`src/rtl/spram_boot_pkg.sv`:
```
// Shared types and constants for the multi-image SPRAM boot loader.
// The state set includes CSUM, which is only reached when BOOT_CHECKSUM_EN is defined.
package spram_boot_pkg;

    localparam int DATA_W          = 32;
    localparam int END_MODE_MARKER = 0;
    localparam int END_MODE_LENGTH = 1;

    typedef enum logic [2:0] {
        START,
        HDR,
        LOAD,
        CSUM,
        GAP,
        DONE
    } boot_state_e;

    // Flash byte address of image idx; wraps at 24 bits.
    function automatic logic [23:0] image_addr(input logic [23:0] base,
                                               input logic [23:0] stride,
                                               input logic [1:0]  idx);
        return base + stride * {22'd0, idx};
    endfunction

endpackage

```
`src/rtl/spram_bank_port_mux.sv`:
```
// Per-bank port select between the boot loader and the SoC memory port,
// plus the SoC read-valid register (read strobe delayed by one cycle).
module spram_bank_port_mux
    import spram_boot_pkg::*;
#(
    parameter int ADDR_W = 14
) (
    input  logic              clk,
    input  logic              rst,
    input  logic              ldr_sel,
    input  logic [ADDR_W-1:0] ldr_addr,
    input  logic [DATA_W-1:0] ldr_din,
    input  logic              ldr_we,
    input  logic [ADDR_W-1:0] soc_addr,
    input  logic [DATA_W-1:0] soc_din,
    input  logic              soc_we,
    input  logic [3:0]        soc_maskwe,
    input  logic              soc_re,
    output logic              soc_rvalid,
    output logic [ADDR_W-1:0] bank_addr,
    output logic [DATA_W-1:0] bank_din,
    output logic              bank_we,
    output logic [3:0]        bank_maskwe
);

    // While the loader owns the bank, SoC writes are dropped.
    always_comb begin
        bank_addr   = soc_addr;
        bank_din    = soc_din;
        bank_we     = soc_we;
        bank_maskwe = soc_maskwe;
        if (ldr_sel) begin
            bank_addr   = ldr_addr;
            bank_din    = ldr_din;
            bank_we     = ldr_we;
            bank_maskwe = 4'hF;
        end
    end

    always_ff @(posedge clk) begin
        if (rst) begin
            soc_rvalid <= 1'b0;
        end else begin
            soc_rvalid <= soc_re;
        end
    end

endmodule

```
`src/rtl/spram_multi_boot_loader.sv`:
```
// Sequentially copies NUM_BANKS flash images into SPRAM banks and releases SoC reset afterwards.
// Optional feature macro: BOOT_CHECKSUM_EN (trailing 32-bit wrapping-sum word after each payload).
module spram_multi_boot_loader
    import spram_boot_pkg::*;
#(
    parameter int          NUM_BANKS    = 2,
    parameter int          ADDR_W       = 14,
    parameter logic [23:0] FLASH_BASE   = 24'h030000,
    parameter logic [23:0] FLASH_STRIDE = 24'h020000,
    parameter int          END_MODE     = 0,
    parameter logic [31:0] END_MARKER   = 32'hFFFF_FFFF,
    parameter int          GAP_CYCLES   = 13
) (
    input  logic                        clk_i,
    input  logic                        rst_i,
    input  logic                        ip_done_i,
    output logic [23:0]                 fetch_addr_o,
    output logic                        fetch_req_o,
    output logic                        fetch_rst_o,
    input  logic                        fetch_vld_i,
    input  logic [31:0]                 fetch_data_i,
    input  logic [NUM_BANKS*ADDR_W-1:0] soc_addr_i,
    input  logic [NUM_BANKS*32-1:0]     soc_din_i,
    input  logic [NUM_BANKS-1:0]        soc_we_i,
    input  logic [NUM_BANKS*4-1:0]      soc_maskwe_i,
    input  logic [NUM_BANKS-1:0]        soc_re_i,
    output logic [NUM_BANKS-1:0]        soc_rvalid_o,
    output logic [NUM_BANKS*ADDR_W-1:0] bank_addr_o,
    output logic [NUM_BANKS*32-1:0]     bank_din_o,
    output logic [NUM_BANKS-1:0]        bank_we_o,
    output logic [NUM_BANKS*4-1:0]      bank_maskwe_o,
    output logic                        load_done_o,
    output logic                        soc_rstn_o,
    output logic [NUM_BANKS-1:0]        err_o
);

`ifdef BOOT_CHECKSUM_EN
    localparam boot_state_e END_ST = CSUM;
`else
    localparam boot_state_e END_ST = GAP;
`endif
    localparam boot_state_e FIRST_ST = (END_MODE == END_MODE_LENGTH) ? HDR : LOAD;

    boot_state_e          state_q, state_n;
    logic [1:0]           bank_q;
    logic [ADDR_W:0]      wcnt_q;
    logic [31:0]          rem_q;
    logic [15:0]          gap_q;
    logic [23:0]          addr_q;
    logic                 load_done_q;
    logic                 rstn_q;
    logic [NUM_BANKS-1:0] err_q;
`ifdef BOOT_CHECKSUM_EN
    logic [31:0]          sum_q;
`endif

    logic                 last_bank;
    logic                 full;
    logic                 is_marker;
    logic                 last_word;
    logic                 ldr_we;
    logic                 overflow;
    logic                 csum_bad;
    logic [NUM_BANKS-1:0] ldr_sel;

    // wcnt_q carries one extra bit so "address all-ones and already written" is just the MSB.
    assign last_bank = (bank_q == 2'(NUM_BANKS - 1));
    assign full      = wcnt_q[ADDR_W];
    assign is_marker = (END_MODE == END_MODE_MARKER) && (fetch_data_i == END_MARKER);
    assign last_word = (END_MODE == END_MODE_LENGTH) && (rem_q == 32'd1);
    assign ldr_we    = (state_q == LOAD) && fetch_vld_i && !is_marker && !full;
    assign overflow  = (state_q == LOAD) && fetch_vld_i && !is_marker && full;
`ifdef BOOT_CHECKSUM_EN
    assign csum_bad  = (state_q == CSUM) && fetch_vld_i && (fetch_data_i != sum_q);
`else
    assign csum_bad  = 1'b0;
`endif

    always_ff @(posedge clk_i) begin
        if (rst_i) begin
            state_q <= START;
        end else begin
            state_q <= state_n;
        end
    end

    always_comb begin
        state_n = state_q;
        case (state_q)
            START: state_n = FIRST_ST;
            HDR: begin
                if (fetch_vld_i) begin
                    state_n = (fetch_data_i == 32'd0) ? END_ST : LOAD;
                end
            end
            LOAD: begin
                if (fetch_vld_i) begin
                    if (is_marker) begin
                        state_n = END_ST;
                    end else if (full) begin
                        state_n = GAP;
                    end else if (last_word) begin
                        state_n = END_ST;
                    end
                end
            end
            CSUM: begin
                if (fetch_vld_i) begin
                    state_n = GAP;
                end
            end
            GAP: begin
                if (gap_q == 16'(GAP_CYCLES - 1)) begin
                    state_n = last_bank ? DONE : FIRST_ST;
                end
            end
            DONE:    state_n = DONE;
            default: state_n = START;
        endcase
    end

    always_ff @(posedge clk_i) begin
        if (rst_i) begin
            bank_q      <= 2'd0;
            wcnt_q      <= '0;
            rem_q       <= 32'd0;
            gap_q       <= 16'd0;
            addr_q      <= 24'd0;
            load_done_q <= 1'b0;
            rstn_q      <= 1'b0;
            err_q       <= '0;
`ifdef BOOT_CHECKSUM_EN
            sum_q       <= 32'd0;
`endif
        end else begin
            gap_q  <= (state_q == GAP && state_n == GAP) ? gap_q + 16'd1 : 16'd0;
            rstn_q <= load_done_q & ip_done_i;
            if (state_q == HDR && fetch_vld_i) begin
                rem_q <= fetch_data_i;
            end
            if (ldr_we) begin
                wcnt_q <= wcnt_q + (ADDR_W + 1)'(1);
                rem_q  <= rem_q - 32'd1;
`ifdef BOOT_CHECKSUM_EN
                sum_q  <= sum_q + fetch_data_i;
`endif
            end
            if (state_q == GAP) begin
                wcnt_q <= '0;
`ifdef BOOT_CHECKSUM_EN
                sum_q  <= 32'd0;
`endif
            end
            if (state_q == START) begin
                addr_q <= image_addr(FLASH_BASE, FLASH_STRIDE, 2'd0);
            end
            if (state_q == GAP && state_n == FIRST_ST) begin
                bank_q <= bank_q + 2'd1;
                addr_q <= image_addr(FLASH_BASE, FLASH_STRIDE, bank_q + 2'd1);
            end
            for (int i = 0; i < NUM_BANKS; i++) begin
                if ((overflow || csum_bad) && bank_q == 2'(i)) begin
                    err_q[i] <= 1'b1;
                end
            end
            if (state_n == DONE) begin
                load_done_q <= 1'b1;
            end
        end
    end

    assign fetch_addr_o = addr_q;
    assign fetch_req_o  = (state_q == HDR) || (state_q == LOAD);
    assign fetch_rst_o  = (state_q == START) || (state_q == GAP);
    assign load_done_o  = load_done_q;
    assign soc_rstn_o   = rstn_q;
    assign err_o        = err_q;

    for (genvar i = 0; i < NUM_BANKS; i++) begin : g_bank
        assign ldr_sel[i] = fetch_req_o && (bank_q == 2'(i));

        spram_bank_port_mux #(
            .ADDR_W(ADDR_W)
        ) u_mux (
            .clk        (clk_i),
            .rst        (rst_i),
            .ldr_sel    (ldr_sel[i]),
            .ldr_addr   (wcnt_q[ADDR_W-1:0]),
            .ldr_din    (fetch_data_i),
            .ldr_we     (ldr_we),
            .soc_addr   (soc_addr_i[i*ADDR_W +: ADDR_W]),
            .soc_din    (soc_din_i[i*32 +: 32]),
            .soc_we     (soc_we_i[i]),
            .soc_maskwe (soc_maskwe_i[i*4 +: 4]),
            .soc_re     (soc_re_i[i]),
            .soc_rvalid (soc_rvalid_o[i]),
            .bank_addr  (bank_addr_o[i*ADDR_W +: ADDR_W]),
            .bank_din   (bank_din_o[i*32 +: 32]),
            .bank_we    (bank_we_o[i]),
            .bank_maskwe(bank_maskwe_o[i*4 +: 4])
        );
    end

endmodule

```
`config.mk`:
```
export PLATFORM = sky130hd
export DESIGN_NAME = spram_multi_boot_loader
export DESIGN_NICKNAME = d
export VERILOG_FILES = /design/src/rtl/spram_boot_pkg.sv /design/src/rtl/spram_bank_port_mux.sv /design/src/rtl/spram_multi_boot_loader.sv
export SDC_FILE = /design/constraint.sdc
export NUM_CORES = 1
export LEC_CHECK = 0
export BUFFER_PORTS_ARGS = -buffer_cell sky130_fd_sc_hd__buf_2
export CORE_AREA = 5 5 102 104
export DETAILED_ROUTE_END_ITERATION = 6
export DIE_AREA = 0 0 107 109
export PLACE_DENSITY = 0.79
export SLEW_MARGIN = 5
export SYNTH_ARGS = -nofsm -noshare
export SYNTH_HDL_FRONTEND = slang
export SYNTH_SLANG_ARGS = --single-unit
```
`constraint.sdc`:
```
create_clock -name clk_i -period 3.04 [get_ports clk_i]
set_input_delay 0.304 -clock clk_i [delete_from_list [all_inputs] [get_ports clk_i]]
set_output_delay 0.304 -clock clk_i [all_outputs]
set_load 0.01 [all_outputs]
```
==> Word-level counts from Yosys, hierarchy flattened <==
Cells that the tools add are included.
W data, S select, Z words.
{ "totals": {"register_bits": 66, "in_bits": 140, "output_inout_bits": 134, "elab_cells": 67} }
{ "op_classes": {"n_addsub": 4, "eq_ne": 11, "n_mux": 19, "n_bitwise": 2, "n_reduce_logical": 20} }
{ "op_table": {"columns": ["cell", "count"], "rows": [
  ["$mux W32", 2],
  ["$mux W24", 2],
  ["$eq A32 B32 Y1 const B", 1],
  ["$logic_not A32 Y1", 1],
  ["$mux W14", 2],
  ["$mux W3", 8],
  ["$add A18 B19 Y20 const A", 1],
  ["$pmux W3 S6", 1],
  ["$add A16 B1 Y16 const B", 1],
  ["$eq A16 B4 Y1 const B", 1],
  ["$add A15 B1 Y15 const B", 1],
  ["$eq A3 B3 Y1 const B", 4],
  ["$logic_and A1 B1 Y1", 10],
  ["$eq A3 B2 Y1 const B", 3],
  ["$mux W4", 2],
  ["$reduce_or A2 Y1", 2],
  ["$eq A3 B1 Y1 const B", 1],
  ["$logic_not A3 Y1", 1],
  ["$add A2 B1 Y2 const B", 1],
  ["$eq A2 B1 Y1 const B", 1],
  ["$logic_not A1 Y1", 2],
  ["$logic_not A2 Y1", 1],
  ["$logic_or A1 B1 Y1", 2],
  ["$mux W1", 2],
  ["3 further kinds", 3]
]} }

==> Depth between registers and ports, before layout <==
{ "depth": {"ltp_word": 8, "mapped_depth": 9, "mapped_depth_nobuf": 8} }

==> By module <==
From an unflattened synthesis, not the netlist that was laid out.
{ "unflattened": {"hier_cells": 422, "hier_area_um2": 4311.6} }
{ "modules_own_cells": {"columns": ["module", "instances", "cells_each", "area_each_um2", "seq_area_each_um2"], "rows": [
  ["spram_multi_boot_loader", 1, 304, 2600.0, 880.8],
  ["spram_bank_port_mux", 2, 59, 855.8, 20.0]
]} }

==> Worst setup path after synthesis <==
No wires, ideal clock.
{ "synth_path": {"path_kind": "register to output", "start": "register state_q[1]", "end": "output port bank_we_o[1]", "arrival_time_ns": 1.609, "required_ns": 2.736, "path_slack_ns": 1.127, "stages_incl_launch_ff": 8, "path_cell_list": "dfxtp_1 -> buf_2 -> nand2b_1 -> a21oi_2 -> nand2_1 -> buf_2 -> mux2_1 -> buf_4"} }
{ "synth_rtl": {"columns": ["element", "line_no", "source"], "rows": [
  ["from (decl)", "spram_multi_boot_loader.sv:44", "boot_state_e state_q, state_n;"],
  ["from (signal assigned)", "spram_multi_boot_loader.sv:83", "state_q <= state_n;"],
  ["$eq A3 B1 Y1 or $eq A3 B2 Y1 (tied branches)", "spram_multi_boot_loader.sv:173", "assign fetch_req_o = (state_q == HDR) || (state_q == LOAD);"],
  ["$logic_or A1 B1 Y1 *", "spram_multi_boot_loader.sv:173", null],
  ["via fetch_req_o", "spram_multi_boot_loader.sv:18", "output logic fetch_req_o,"],
  ["$logic_and A1 B1 Y1 *", "spram_multi_boot_loader.sv:180", "assign ldr_sel[i] = fetch_req_o && (bank_q == 2'(i));"],
  ["$mux W1 *", "spram_bank_port_mux.sv:32", "if (ldr_sel) begin"],
  ["to (decl)", "spram_multi_boot_loader.sv:30", "output logic [NUM_BANKS-1:0] bank_we_o,"]
]} }
The timed path passes the listed nets; every way through them passes the cells marked *.

==> Worst setup path after layout <==
{ "layout_path": {"start": "register state_q[1]", "end": "output port bank_din_o[0]"} }
{ "layout_between": {"elab_chain_len": 4} }
{ "layout_lines": {"columns": ["element", "line_no", "source"], "rows": [
  ["$eq A3 B1 Y1 or $eq A3 B2 Y1 (tied branches)", "spram_multi_boot_loader.sv:173", null],
  ["$logic_or A1 B1 Y1 *", "spram_multi_boot_loader.sv:173", null],
  ["$logic_and A1 B1 Y1 *", "spram_multi_boot_loader.sv:180", null],
  ["$mux W32 *", "spram_bank_port_mux.sv:32", null],
  ["to (decl)", "spram_multi_boot_loader.sv:29", "output logic [NUM_BANKS*32-1:0] bank_din_o,"]
]} }
Mark *: on every way between the ends. The rest lies on a longest branch, timed or not.

==> reports/metrics.yaml <==
run_status:
  outcome: "complete, no violations"
route:
  dr.max_layer_used: "met5"
  via_count: 3899
  drt_iter0_drc: 282
  drcViolationCount: 0
  met1_length_um: 5340
  wl_met3_um: 1270
  dr_wl_met2_um: 7140
  via_per_inst: 5.19
  wl_per_cell_um: 18.6
  wl_um: 14000
  drt_pass1_iterations: 5
  postRouteAntennaNets: 0
critical_path:
  critPathLaunchType: "register"
  timing.rr.start: "state_q[1]$_SDFF_PP0_"
  critPathMaxStageDelay_ns: 0.48
  cp.required_ns: 2.74
  crit_type: "register to output port"
  crit_slowest_cell: "dfxtp_1"
  r2r_end: "wcnt_q[11]$_SDFFE_PP0P_"
  crit_chain: "nand2b_1 > a21oi_2 > nand2_2 > buf_12 > mux2_2 > buf_2"
  arrival_ns: 2.29
  critPathTopFamily: "simple AND/OR/NAND/NOR gates"
  rr_worst_depth: 5
  critPathBufInv: 2
  reg2reg_slack_ns: 0.79
  crit_fanout: 31
  worstSetupEndpointType: "output port"
floorplanning:
  pin_count: 274
  fp-row-count: 36
  fp.coreArea_um2: 9460
  start_util_pct: 37.9
  die_h_um: 109
  die_area_um2: 11700
  dieWidth_um: 107
job:
  drv_cap: 0
global_route:
  antenna_found_initial: 4
  grt_pass1_wl_um: 19900
  grt_use_total_pct: 21.9
  grt_pass1_vias: 3716
  grt-ovfl-total: 0
  grt_max_degree: 46
final_layout:
  seqCellArea_um2: 921
  area_growth_pct: 37.9
  nNetsFinal: 781
  fillers: 923
  drive_above_1_share_pct: 56.9
  design_area_um2: 4950
  multi_input_area_um2: 2440
sta:
  fmax_ghz: 0.385
  finalMaxSlewViolations: 0
  period_minus_slack_ns: 2.60
  tightest_slew_ns: 0.960
  finalHoldViolCount: 0
  setup_viol: 0
  finalCritPeriodShare_pct: 85.4
  slew_headroom_pct: 36.0
  setup_tns_ns: 0
  grt_setup_unrepaired: "false"
  clock_skew_ns: 0.0125
synthesis:
  synth_cell_types: 47
  async_reset_ff_share_pct: 0
  synth_area_leaders: "mux2_2 27%, dfxtp_1 26%, buf_4 5.4%"
  yosys-top-cells-count: "85 x mux2_2, 47 x nor2_1, 46 x dfxtp_1"
  syn_avg_cell_area_um2: 9.09
  synthCells: 395
  ys_ff_latch: 46
  synth.yosys.seq_area_share_pct: 25.7
  synth_edf_count: 0
  netlist_area_um2: 3590
  synth_most_common_cell: "mux2_2"
  ys.flop_type: "dfxtp_1"
  yosysTopAreaCellShare_pct: 26.7
  yosysTopAreaCell: "mux2_2"
  yosys_warnings: 0
clock_network:
  hold_buffers: 0
  cts_repair_resize_count: 0
  path_clk_slew_ns: 0.09
  cts_root_buffer: "clkbuf_8"
  cts_tree: "built"
  htree_levels: 2
  cts_sinks: 46
  clk_latency_ns: 0.30
  cts_made_buffers: 5
  postCtsSetupRepairBufs: 0
  clockBufferDepth: 2
place:
  postPlaceCellArea_um2: 4840
  port_buffers: 253
  place_hpwl_um: 11900
  gp_congestion: 0.924
min_path:
  holdPathEnd: "soc_rstn_o$_SDFF_PP0_"
  hp-class: "input port to register"
  holdPathStages: 3
  hp-start: "ip_done_i"
power:
  leakage_nw: 2.32
  powerDensity_nw_per_um2: 302
  vdd.ir_drop.worst_v: 0.000188
  total_power_w: 0.00150
-- power breakdown --
part / switching [W] / internal, W / leakage [nW]
Sequential: 0.00000637 / 0.000609 / 0.372
Combinational: 0.000239 / 0.000227 / 1.90
Clock: 0.000207 / 0.000208 / 0.0545
Total: 0.000452 / 0.00104 / 2.32
-- how the worst max path moves through the flow --
stage	cells after the start	endpoint	slack [ns]	start
6_report	6	bank_din_o[0]	0.44	state_q[1]$_SDFF_PP0_
2_1_floorplan	7	bank_we_o[1]	1.13	state_q[1]$_SDFF_PP0_
4_1_cts	6	bank_din_o[0]	0.45	state_q[1]$_SDFF_PP0_
5_1_grt	6	bank_din_o[0]	0.32	state_q[1]$_SDFF_PP0_
3_3_place_gp	7	wcnt_q[11]$_SDFFE_PP0P_	0.80	fetch_data_i[28]
3_5_place_dp	7	wcnt_q[11]$_SDFFE_PP0P_	0.69	fetch_data_i[28]
-- sequential cells by signal, indices dropped and copies added (netlist names) --
signal	count
gap_q	16
wcnt_q	15
fetch_addr_o	4
state_q	3
bank_q	2
err_o	2
g_bank.u_mux.soc_rvalid	2
load_done_o	1
soc_rstn_o	1
-- through the flow --
step	hold slack (ns)	util [%]	worst slack [ns]	cells
after detailed placement	0.472	51.2	0.690	742
after CTS	0.202	52.3	0.448	750
after floorplan	0.376	-	1.13	414
after global placement	0.457	51.2	0.804	742
final	0.209	52.3	0.445	751
after global routing	0.223	52.3	0.321	751
-- cell usage in the layout (no fill, tap or decap), types with 8 or more instances in the layout --
master	n
nor4_1	10
buf_2	253
xnor2_1	9
conb_1	20
xor2_1	18
a21oi_1	8
dfxtp_1	46
mux2_2	85
nand2_1	14
nand3_1	10
nand2b_1	13
nand4_1	15
mux2_1	9
and3_1	8
nor2_1	47
-- worst register-to-register path, cell delays in order (launching register included) --
cell	delay (ns)
dfxtp_1	0.48
nand2_2	0.14
a2111oi_4	0.84
nand3_2	0.22
or3_1	0.36
a21oi_1	0.14
-- cell families (layout without fill, tap and decap cells) --
logic type,count (synthesis),in the layout,share of synthesized area [%]
buf+inv,49,271,8.43
mux,95,95,29.8
other cells,1,21,0.104
flops,46,46,25.7
fa+ha+maj,6,6,2.09
compound gates,22,22,4.60
xor+xnor,27,27,6.59
simple gates,149,149,22.8
-- cell type report --
class	instances	share of cell area, %
Multi-Input combinational cell	319	49.3
Timing Repair Buffer	255	26.4
Sequential cell	46	18.6
Tap cell	114	2.88
Clock buffer	7	1.95
Inverter	8	0.607
Clock inverter	1	0.177
Antenna cell	1	0.0506
-- per-layer routing --
metal	GRT usage [%]	vias up
met2	38.5	192
met1	27.2	1835
met5	0	-
met3	4.68	21
met4	6.12	2
li1	-	1849
No activity file was read; power rests on OpenSTA's default activity.
